### config.mk
export PLATFORM = sky130hd
export DESIGN_NAME = pdm_audio_out
export DESIGN_NICKNAME = d
export VERILOG_FILES = /design/src/rtl/pdm_audio_out.sv
export SDC_FILE = /design/constraint.sdc
export NUM_CORES = 1
export LEC_CHECK = 0
export CORE_MARGIN = 8
export CORE_UTILIZATION = 62
export DETAILED_ROUTE_END_ITERATION = 10
export GPL_TIMING_DRIVEN = 1
export PLACE_DENSITY = 0.95
export SLEW_MARGIN = 10
export SYNTH_ARGS = -nofsm -noshare
export SYNTH_HDL_FRONTEND = slang
export SYNTH_SLANG_ARGS = --single-unit
### constraint.sdc
create_clock -name clk -period 3.6 [get_ports clk]
set_input_delay 0.72 -clock clk [delete_from_list [all_inputs] [get_ports clk]]
set_output_delay 0.72 -clock clk [all_outputs]
set_load 0.05 [all_outputs]
### src/rtl/pdm_audio_out.sv
// pdm_audio_out: PCM-to-PDM transmitter with first-order carry-out sigma-delta modulator,
// self-generated bit clock and a one-sample holding buffer behind a valid/ready handshake.
module pdm_audio_out #(
    parameter int CLK_DIV = 50,
    parameter int OSR     = 16
) (
    input  logic        clk,
    input  logic        reset,
    input  logic        en,
    input  logic [15:0] sample_in,
    input  logic        sample_valid,
    output logic        sample_ready,
    output logic        pdm_out,
    output logic        pdm_clk,
    output logic        pdm_sd,
    output logic        done,
    output logic        underrun
);
    localparam int DW = $clog2(CLK_DIV);
    localparam int BW = (OSR > 2) ? $clog2(OSR) : 1;
    localparam logic [DW-1:0] DIV_LAST = DW'(CLK_DIV - 1);
    localparam logic [DW-1:0] DIV_HALF = DW'(CLK_DIV / 2);
    localparam logic [BW-1:0] BIT_LAST = BW'(OSR - 1);

    logic [DW-1:0] div_cnt_q, div_cnt_d;
    logic [BW-1:0] bit_cnt_q, bit_cnt_d;
    logic [15:0]   acc_q, acc_d;
    logic [15:0]   active_q, active_d;
    logic [15:0]   hold_q, hold_d;
    logic          hold_full_q, hold_full_d;
    logic          pdm_out_q, pdm_out_d;
    logic          pdm_clk_q, pdm_clk_d;
    logic          pdm_sd_q;
    logic          done_q, done_d;
    logic          underrun_q, underrun_d;
    logic          tick, boundary, accept, load;
    logic [16:0]   sum;

    always_comb begin
        tick        = en && (div_cnt_q == DIV_LAST);
        boundary    = tick && (bit_cnt_q == BIT_LAST);
        accept      = sample_valid && !hold_full_q;
        load        = boundary && hold_full_q;
        sum         = {1'b0, acc_q} + {1'b0, active_q};
        div_cnt_d   = !en ? div_cnt_q : (tick ? '0 : div_cnt_q + DW'(1));
        bit_cnt_d   = !tick ? bit_cnt_q : (boundary ? '0 : bit_cnt_q + BW'(1));
        acc_d       = tick ? sum[15:0] : acc_q;
        pdm_out_d   = !en ? 1'b0 : (tick ? sum[16] : pdm_out_q);
        // Derived from the next count so the clock rises on the same edge the bit changes.
        pdm_clk_d   = en && (div_cnt_d < DIV_HALF);
        active_d    = load ? hold_q : active_q;
        hold_d      = accept ? {~sample_in[15], sample_in[14:0]} : hold_q;
        hold_full_d = accept || (hold_full_q && !load);
        done_d      = load;
        underrun_d  = boundary && !hold_full_q;
    end

    always_ff @(posedge clk) begin
        if (reset) begin
            div_cnt_q   <= '0;
            bit_cnt_q   <= '0;
            acc_q       <= '0;
            active_q    <= 16'h8000;
            hold_q      <= '0;
            hold_full_q <= 1'b0;
            pdm_out_q   <= 1'b0;
            pdm_clk_q   <= 1'b0;
            pdm_sd_q    <= 1'b0;
            done_q      <= 1'b0;
            underrun_q  <= 1'b0;
        end else begin
            div_cnt_q   <= div_cnt_d;
            bit_cnt_q   <= bit_cnt_d;
            acc_q       <= acc_d;
            active_q    <= active_d;
            hold_q      <= hold_d;
            hold_full_q <= hold_full_d;
            pdm_out_q   <= pdm_out_d;
            pdm_clk_q   <= pdm_clk_d;
            pdm_sd_q    <= en;
            done_q      <= done_d;
            underrun_q  <= underrun_d;
        end
    end

    assign sample_ready = !hold_full_q;
    assign pdm_out      = pdm_out_q;
    assign pdm_clk      = pdm_clk_q;
    assign pdm_sd       = pdm_sd_q;
    assign done         = done_q;
    assign underrun     = underrun_q;
endmodule

==> impl_metrics.csv <==
group,metric,value,unit
synth,muxShareOfSynthArea,0.3307,%
floorplanning,io_pins,26,
clock_network,cts_root_buf,"clkbuf_8",
synth,synth_nets,381,
sta,setup_tns,0,ps
critical_path,cp.required,3890,ps
sta,relSlewSlack,41.03,%
floorplanning,rows,25,
clock_network,worst_skew_pair.late_latency,340,ps
synth,synth_cell_types,54,
sta,drv_slew,0,
critical_path,r2r_setup_slack,1210,ps
clock_network,post-cts-setup-buffer-count,0,
routing,via_per_inst,5.998,
routing,totalWireLength,6629,um
synth,synth-simple-area-share,18.07,%
clock_network,cts-htree-levels,3,
pwr,pwr_density_cell,401.1,nW/um^2
placed_design,dpl_worst_slack,639.1,ps
placed_design,place_congestion,0.8618,
final_layout,nets,403,
global_routing,antenna_found_initial,0,
critical_path,startpoint_type,"input port",
placed_design,port_buffers,25,
clock_network,cts_made_buffers,9,
global_routing,grt_pass1_vias,2477,
final_layout,final_cell_mix,"dfxtp_1 (64), nand2_1 (60), a21oi_1 (33)",
clock_network,cts.sinks,64,
final_layout,area_growth,15.46,%
sta,worst_slew_pin_slew,881.8,ps
final_layout,final_common_cell,"dfxtp_1",
global_routing,grt_max_degree,35,
clock_network,cts_resized,0,
synth,synth_area,3027,sq um
final_layout,drive_gt1_share,7.357,%
synth,synthXorXnorAreaFrac,3.473,%
placed_design,dp_hpwl,4725,um
sta,skew,4.451,ps
run,cap_violations,0,
global_routing,overflow,0,
clock_network,clkSlewWorstSetupHoldPaths,60,ps
sta,rsz0062_at_grt,"false",
global_routing,grt_pass1_wl,10960,um
floorplanning,initial_utilization,64.08,%
critical_path,r2r-end,"acc_q[8]",
synth,ys_ff_latch,64,
routing,antenna_left,0,
floorplanning,core_area,4723,sq um
synth,ys_warn_count,0,
hold_path,worstHoldPathType,"reg2reg",
routing,post-route-drc-count,0,
critical_path,arrival,2960,ps
floorplanning,die_h,85.87,um
sta,fin_ws,923.9,ps
synth,synth_top_family_by_area,"compound AO/OA/AOI/OAI gates",
routing,vias,2603,
clock_network,clockBufferDepth,2,
clock_network,holdBufCountCts,0,
pwr,power,1.402,mW
sta,min_period,2676,ps
critical_path,reg2reg_depth,8,
final_layout,diodes,0,
routing,detail_route.wl_per_cell,15.27,um
critical_path,crit_type,"in2reg",
floorplanning,fp.dieW,85.87,um
critical_path,r2r-start,"acc_q[0]",
synth,synth_area_per_cell,8.876,sq um
hold_path,hold_depth,2,
routing,drt_iter0_drc,184,
global_routing,grt_usage,18.80,%
pwr,leakagePower,1.385,nW
synth,ys_seq_area_share,42.33,%
sta,setup_viol,0,
hold_path,min_from,"hold_q[5]",
clock_network,cts_tree,"done",
hold_path,holdPathEnd,"hold_q[5]",
pwr,ir_drop,0.0003229,V
synth,async_flop_share,0,%
sta,max_freq,0.3737,GHz
synth,synth-adder-area-share,8.516,%
synth,synth_edf_count,0,
sta,final.period_utilization,74.34,%
run_status,status,"finished, final reports clean",
critical_path,cp_max_fo,19,
synth,synth_compound_area_share,23.65,%
sta,hold_violations,0,
synth,syn_inst,341,
synth,synth_ff_type,"dfxtp_1",
routing,drt_pre_antenna_iters,4,
floorplanning,die_area,7374,sq um
critical_path,end_kind,"register",
==> critical path: stages <==
cell             delay [ps]
clkdlybuf4s50_1         670
nand2_2                 120
or4_1                   820
nor4b_1                 460
a211o_1                 160
==> per-stage QoR <==
stage	utilization (%)	hold slack (ps)	instance area [sq um]	cells
floorplan	-	429.3	3027	341
global placement	70.04	442.2	3308	419
detailed placement	70.04	448.0	3308	419
CTS	73.99	456.4	3495	434
global route	73.99	469.8	3495	434
finish	73.99	453.9	3495	434
==> final cells by class <==
type / count / area [sq um]
repair buffers: 29 / 280.3
clock inverters: 4 / 45.04
clock buffers: 11 / 141.4
fillers: 342 / 1229
flip-flops and latches: 64 / 1281
multi-input cells: 254 / 1644
well taps: 67 / 83.83
inverters: 5 / 18.77
==> worst max-delay path by stage <==
stage / from / endpoint
after floorplan: acc_q[0] / acc_q[8]
after global placement: en / active_q[7]
after detailed placement: en / active_q[2]
after CTS: en / acc_q[13]
after global routing: en / acc_q[11]
final: en / acc_q[13]
==> power by group <==
| part | leakage [nW] | switching (mW) | total, mW | internal, mW |
|---|---|---|---|---|
| registers | 0.519 | 0.0100 | 0.733 | 0.723 |
| clock network | 0.0989 | 0.254 | 0.585 | 0.331 |
| logic | 0.766 | 0.0460 | 0.0844 | 0.0384 |
==> synthesized netlist by cell type (2+ instances only) <==
cell type / n / area, sq um
a211o_1: 5 / 43.79
a31oi_2: 2 / 25.02
o21bai_1: 4 / 30.03
ha_1: 19 / 237.7
o21ai_1: 2 / 10.01
nand3b_1: 2 / 15.01
xor2_1: 6 / 52.55
nor4b_1: 2 / 17.52
a21oi_1: 33 / 165.2
inv_1: 5 / 18.77
a41oi_1: 2 / 17.52
o211ai_1: 2 / 15.01
nand3_1: 4 / 20.02
o21ai_0: 10 / 50.05
buf_2: 7 / 35.03
nand4_1: 3 / 18.77
a22o_1: 15 / 131.4
o31ai_1: 2 / 15.01
nor2b_1: 3 / 18.77
o21a_1: 3 / 22.52
and3_1: 3 / 18.77
nor2_1: 18 / 67.56
nand2_1: 60 / 225.2
or3_1: 2 / 12.51
buf_1: 2 / 7.510
nor4_1: 2 / 12.51
nor3b_1: 2 / 15.01
dfxtp_1: 64 / 1281
nor3_1: 12 / 60.06
xnor2_1: 6 / 52.55
buf_4: 2 / 15.01
a21o_1: 6 / 45.04
clkbuf_1: 6 / 22.52
a211oi_1: 5 / 37.54
==> logic make-up after synthesis <==
| group | count (synthesis) |
|---|---|
| xor+xnor | 12 |
| fa+ha+maj | 20 |
| buf+inv | 23 |
| mux | 1 |
| compound gates | 102 |
| flops | 64 |
| simple gates | 119 |
==> per-layer routing <==
metal  global-route usage, %  part of all wire [%]  vias up
li1                        -                     -     1280
met1                   22.03                    42     1215
met2                   30.16                    49       87
met3                   5.253                   6.3       21
met4                   10.51                   2.8        0
met5                       0                     0        -
==> registers in the layout (all words and copies together) (netlist names), 4 cells and up <==
register / count
acc_q: 16
active_q: 16
hold_q: 16
div_cnt_q: 6
bit_cnt_q: 4
(Power assumes the default switching activity.)
